## src/rtl/btn_conditioner_pkg.sv

```systemverilog
// Shared defaults, stopwatch channel indices and per-channel event bundle for btn_conditioner.
// Pure declarations: no logic, no latency, no flow control.
package btn_cond_pkg;

    localparam int DEBOUNCE_CYCLES_DEF = 120000;
    localparam int LONG_TICKS_DEF      = 20;

    localparam int BTN_RESET = 0;
    localparam int BTN_STOP  = 1;
    localparam int BTN_LAP   = 2;
    localparam int BTN_START = 3;

    typedef struct packed {
        logic level;
        logic press;
        logic rel;
        logic lng;
    } btn_evt_t;

    function automatic int dbc_cnt_width(input int cycles);
        return (cycles > 1) ? $clog2(cycles) : 1;
    endfunction

endpackage

```

## src/rtl/btn_debounce_ch.sv

```systemverilog
// One button channel: 2-flop sync, debounce, press/release pulses, optional hold timer (BTN_COND_LONGPRESS_EN).
// Level/pulses change DEBOUNCE_CYCLES+1 edges after the sampling edge; no backpressure, pulses are fire-and-forget.
module btn_debounce_ch
    import btn_cond_pkg::*;
#(
    parameter int DEBOUNCE_CYCLES = DEBOUNCE_CYCLES_DEF,
    parameter int LONG_TICKS      = LONG_TICKS_DEF
) (
    input  logic     clk_i,
    input  logic     rst_ni,
    input  logic     raw_i,
    input  logic     tick_i,
    output btn_evt_t evt_o
);

    localparam int             CW      = dbc_cnt_width(DEBOUNCE_CYCLES);
    localparam logic [CW-1:0] CNT_MAX = CW'(DEBOUNCE_CYCLES - 1);

    logic          s1_q, s2_q;
    logic [CW-1:0] cnt_q, cnt_d;
    logic          level_q, level_d;
    logic          press_q, press_d;
    logic          rel_q, rel_d;
    logic          long_w;

    always_ff @(posedge clk_i or negedge rst_ni) begin
        if (!rst_ni) begin
            s1_q <= 1'b0;
            s2_q <= 1'b0;
        end else begin
            s1_q <= raw_i;
            s2_q <= s1_q;
        end
    end

    // Any sample matching the accepted level restarts the qualification window.
    always_comb begin
        cnt_d   = cnt_q;
        level_d = level_q;
        press_d = 1'b0;
        rel_d   = 1'b0;
        if (s2_q == level_q) begin
            cnt_d = '0;
        end else if (cnt_q != CNT_MAX) begin
            cnt_d = cnt_q + 1'b1;
        end else begin
            level_d = s2_q;
            cnt_d   = '0;
            press_d = s2_q;
            rel_d   = !s2_q;
        end
    end

    always_ff @(posedge clk_i or negedge rst_ni) begin
        if (!rst_ni) begin
            cnt_q   <= '0;
            level_q <= 1'b0;
            press_q <= 1'b0;
            rel_q   <= 1'b0;
        end else begin
            cnt_q   <= cnt_d;
            level_q <= level_d;
            press_q <= press_d;
            rel_q   <= rel_d;
        end
    end

`ifdef BTN_COND_LONGPRESS_EN
    localparam int             HW       = $clog2(LONG_TICKS + 1);
    localparam logic [HW-1:0] HOLD_MAX = HW'(LONG_TICKS);

    logic [HW-1:0] hold_q, hold_d;
    logic          long_q, long_d;

    // Gated by the registered level, so a tick on the press edge itself is not counted.
    always_comb begin
        hold_d = hold_q;
        long_d = 1'b0;
        if (!level_q) begin
            hold_d = '0;
        end else if (tick_i && (hold_q != HOLD_MAX)) begin
            hold_d = hold_q + 1'b1;
            long_d = (hold_d == HOLD_MAX);
        end
    end

    always_ff @(posedge clk_i or negedge rst_ni) begin
        if (!rst_ni) begin
            hold_q <= '0;
            long_q <= 1'b0;
        end else begin
            hold_q <= hold_d;
            long_q <= long_d;
        end
    end

    assign long_w = long_q;
`else
    logic unused_long;
    assign unused_long = tick_i & (LONG_TICKS > 0);
    assign long_w      = 1'b0;
`endif

    assign evt_o = '{level: level_q, press: press_q, rel: rel_q, lng: long_w};

endmodule

```

## src/rtl/btn_conditioner.sv

```systemverilog
// Conditions NUM_BTN raw button pins into debounced levels plus press/release/long pulses (BTN_COND_LONGPRESS_EN).
// Latency DEBOUNCE_CYCLES+1 edges from the sampling edge; no backpressure, channels fully independent.
module btn_conditioner
    import btn_cond_pkg::*;
#(
    parameter int NUM_BTN         = 4,
    parameter int DEBOUNCE_CYCLES = DEBOUNCE_CYCLES_DEF,
    parameter int LONG_TICKS      = LONG_TICKS_DEF
) (
    input  logic               clk,
    input  logic               rst_n,
    input  logic [NUM_BTN-1:0] btn_raw,
    input  logic               tick,
    output logic [NUM_BTN-1:0] btn_level,
    output logic [NUM_BTN-1:0] btn_press,
    output logic [NUM_BTN-1:0] btn_release,
    output logic [NUM_BTN-1:0] btn_long
);

    btn_evt_t evt [NUM_BTN];

    for (genvar i = 0; i < NUM_BTN; i++) begin : g_ch
        btn_debounce_ch #(
            .DEBOUNCE_CYCLES (DEBOUNCE_CYCLES),
            .LONG_TICKS      (LONG_TICKS)
        ) u_ch (
            .clk_i  (clk),
            .rst_ni (rst_n),
            .raw_i  (btn_raw[i]),
            .tick_i (tick),
            .evt_o  (evt[i])
        );

        assign btn_level[i]   = evt[i].level;
        assign btn_press[i]   = evt[i].press;
        assign btn_release[i] = evt[i].rel;
        assign btn_long[i]    = evt[i].lng;
    end

endmodule

```

## config.mk

```make
export PLATFORM = sky130hd
export DESIGN_NAME = btn_conditioner
export DESIGN_NICKNAME = d
export VERILOG_FILES = /design/src/rtl/btn_conditioner_pkg.sv /design/src/rtl/btn_debounce_ch.sv /design/src/rtl/btn_conditioner.sv
export SDC_FILE = /design/constraint.sdc
export NUM_CORES = 1
export LEC_CHECK = 0
export BUFFER_PORTS_ARGS = -buffer_cell sky130_fd_sc_hd__buf_2
export CORE_ASPECT_RATIO = 1.1
export CORE_UTILIZATION = 55
export CTS_BUF_LIST = sky130_fd_sc_hd__clkbuf_4
export CTS_CLUSTER_DIAMETER = 60
export DETAILED_ROUTE_END_ITERATION = 7
export PLACE_DENSITY = 0.77
export SLEW_MARGIN = 20
export SYNTH_ARGS = -nofsm -noshare
export SYNTH_HDL_FRONTEND = slang
export SYNTH_HIERARCHICAL = 1
export SYNTH_SLANG_ARGS = --single-unit
```

## constraint.sdc

```tcl
create_clock -name clk -period 1.64 [get_ports clk]
set_clock_uncertainty 0.05 [all_clocks]
set_input_delay 0.082 -clock clk [delete_from_list [all_inputs] [get_ports clk]]
set_output_delay 0.082 -clock clk [all_outputs]
set_load 0.02 [all_outputs]
```

==> reports/metrics.cfg <==
[power_and_ir_drop]
swShare=0.245
p_leak_nw=2.19
pwr-share-comb=0.058
power_mw=3.70
p_clk_frac=0.337
internal_power_mw=2.79
p_sw_mw=0.908
power.density_mw_per_mm2=726
power_frac_seq=0.605
vdd_drop_max_v=0.000447

[setup_path]
critPathMaxFanout=4
cp.arrival_ns=1.89
cp.required_ns=1.90
crit_path_end_kind=register
startpoint_type=register
crit_type=reg2reg

[worst_hold_path]
hp-class=in2async

[global_routing]
grt_pass1_vias=3117
antenna_found_initial=0
overflow=0
grt_pass1_wl_um=13500
grt_max_degree=45
grt_use_total=0.214

[clocking]
cts_root_buf=clkbuf_4
htree_levels=3
numCtsBuffers=9
cts.sinks=88
cts_tree=built
max-clock-path-buffers=2
clock_latency_ns=0.42
path_clk_slew_ns=0.15

[timing]
rsz0062_at_grt=true
fin_crit_sh=0.994
finalCriticalPeriod_ns=1.63
finalSetupViolCount=0
hold_violations=0
clock.fmax_mhz=614
finalSetupTns_ns=0
drv_slew=0

[placement]
place_area_mm2=0.00460
numPortBuffers=17
gp_congestion=0.822
hpwl_um=5300

[synthesis]
syn_nets=419
netlist_area_mm2=0.00432
synth_top_area_share=0.509
yosysSeqAreaShare=0.509
syn_inst=408
postSynthAreaPerCell_um2=10.6
yosys_warnings=6
synth_cell_types=32
ys_top_cells_by_area=dfrtp_1, xor2_1, nor2_1
synth_top_area_cell=dfrtp_1
synth.ff_latch_count=88

[die]
coreArea_mm2=0.00751
dieArea_mm2=0.00822
num_rows=33
die_h_um=95.0
io_pins=23
dieWidth_um=86.5
start_util=0.575

[final_layout]
drive_gt1_frac=0.317
final_cell_area_mm2=0.00509
area_growth_pct=17.8
final_util=0.678
diodes=0
nets=485

[drt]
ant_nets=0
drt_iter0_drc=117
wl_um=8360
vias=3159
routedWlPerCell_um=14.3
avgViaCountPerCell=5.41
drc=0
drt-pass1-iter-count=6

[flow_run]
maxCapViolCount=0

[run_status]
status=finished, final reports clean

## area by class of cell
| type | instances | area (um^2) |
|---|---|---|
| fill | 561 | 2420 |
| clock inverter | 6 | 68.8 |
| sequential | 88 | 2210 |
| timing repair buffer | 83 | 621 |
| clock buffer | 10 | 75.1 |
| inverter | 8 | 30.0 |
| tap | 105 | 131 |
| multi-input combinational | 284 | 1960 |
## repair_timing
action	4_1_cts	5_1_grt
pin swaps	0	14
buffers inserted	2	21
hold buffers	5	0
endpoints found under the hold margin	92	0
gates resized for setup	5	31
endpoints found under the setup margin	10	22
## cells in the final DEF, fill, tap and decap left out, types with 4 or more instances in the layout
master / Yosys / routed
xor2_1: 28 / 28
o31ai_1: 4 / 4
mux2_2: 4 / 4
nand3_4: 4 / 4
dlygate4sd3_1: 0 / 5
and3_4: 4 / 9
nor3_1: 4 / 4
xnor2_1: 20 / 20
nor4_1: 8 / 4
nand4_1: 12 / 12
clkbuf_4: 0 / 10
and4_4: 4 / 4
nor3b_1: 12 / 12
or3_1: 4 / 4
buf_4: 16 / 60
dfrtp_2: 0 / 5
dfrtp_1: 88 / 83
a31o_2: 4 / 4
inv_1: 8 / 8
nand2_1: 16 / 16
and2_1: 4 / 4
a21oi_2: 0 / 6
nand4b_1: 4 / 4
o41ai_1: 4 / 4
nor4_2: 0 / 4
nand3_1: 32 / 31
buf_2: 0 / 16
a21oi_1: 16 / 10
conb_1: 4 / 4
o21ai_0: 8 / 8
nor2_1: 56 / 56
## Yosys cell counts
| library cell | count |
|---|---|
| or3_2 | 4 |
| nand4b_1 | 4 |
| nor2_1 | 56 |
| inv_1 | 8 |
| nand3_1 | 32 |
| dfrtp_1 | 88 |
| buf_6 | 12 |
| mux2_2 | 4 |
| nand3_4 | 4 |
| xor2_1 | 28 |
| buf_4 | 16 |
| and2_1 | 4 |
| or4b_1 | 4 |
| xnor2_1 | 20 |
| o41ai_1 | 4 |
| or3_1 | 4 |
| and3_4 | 4 |
| nand4_1 | 12 |
| and4_4 | 4 |
| conb_1 | 4 |
| or2_2 | 4 |
| nor3b_1 | 12 |
| ha_1 | 4 |
| or4_1 | 4 |
| o21ai_0 | 8 |
| o31ai_1 | 4 |
| a31o_2 | 4 |
| a21oi_1 | 16 |
| nand2_1 | 16 |
| and3_1 | 8 |
| nor3_1 | 4 |
| nor4_1 | 8 |
## routing by layer
layer | vias to the layer above | wire, um | global-route usage | share of wire
met1 | 1575 | 3710 | 0.252 | 0.44
li1 | 1534 | - | - | -
met2 | 38 | 4340 | 0.380 | 0.52
met5 | - | 0 | 0 | 0
met4 | 0 | 108 | 0.0861 | 0.013
met3 | 12 | 194 | 0.0455 | 0.023
## critical path, stage by stage, from the launching register on
cell     delay [ns]
dfrtp_1        0.45
ha_2           0.22
and3_4         0.18
buf_4          0.13
buf_4          0.12
nand3_1        0.10
xor2_1         0.19
nor2_1         0.07
## final timing paths
path	start	end	slack [ns]	cells past startpoint
max in group asynchronous	rst_n	g_ch[2].u_ch/cnt_q[0]$_DFF_PN0_	0.87	3
min in group clk	btn_raw[0]	g_ch[0].u_ch/s1_q$_DFF_PN0_	0.25	2
min	rst_n	g_ch[1].u_ch/cnt_q[11]$_DFF_PN0_	0.07	2
min reg2reg	g_ch[3].u_ch/s1_q$_DFF_PN0_	g_ch[3].u_ch/s2_q$_DFF_PN0_	0.32	0
max reg2reg	g_ch[3].u_ch/cnt_q[1]$_DFF_PN0_	g_ch[3].u_ch/cnt_q[8]$_DFF_PN0_	0.01	7
max	g_ch[3].u_ch/cnt_q[1]$_DFF_PN0_	g_ch[3].u_ch/cnt_q[8]$_DFF_PN0_	0.01	7
## flip-flops by register name, indices dropped and copies added, names as in the netlist
register / cells
g_ch.u_ch/cnt_q: 68
g_ch.u_ch/s2_q: 4
g_ch.u_ch/press_q: 4
g_ch.u_ch/level_q: 4
g_ch.u_ch/rel_q: 4
g_ch.u_ch/s1_q: 4
## stage by stage
step	instances	setup slack, ns	hold slack, ns
final	584	0.0104	0.0710
after global routing	584	-0.0734	0.0874
after CTS	563	0.000681	0.0535
after detailed placement	540	-0.0300	0.00261
after global placement	540	0.0452	-0.00349
after floorplan	408	0.0694	-0.264
## power groups by stage
stage / clock network (mW) / logic (mW) / registers (mW)
detailed placement: 0 / 0.188 / 2.28
finish: 1.25 / 0.214 / 2.24
floorplan: 0 / 0.103 / 2.27
CTS: 1.30 / 0.204 / 2.23
global route: 1.39 / 0.244 / 2.24
global placement: 0 / 0.183 / 2.27
## cells by family (layout without fill, tap and decap cells)
| group | Yosys count | in the layout | synth area share |
|---|---|---|---|
| xor+xnor | 48 | 48 | 0.0972 |
| other cells | 4 | 4 | 0.00347 |
| simple gates | 188 | 188 | 0.251 |
| compound gates | 36 | 36 | 0.0509 |
| flops | 88 | 88 | 0.509 |
| fa+ha+maj | 4 | 4 | 0.0116 |
| buf+inv | 36 | 107 | 0.0660 |
| mux | 4 | 4 | 0.0104 |
Note: power is estimated with default switching activity, not from simulation.
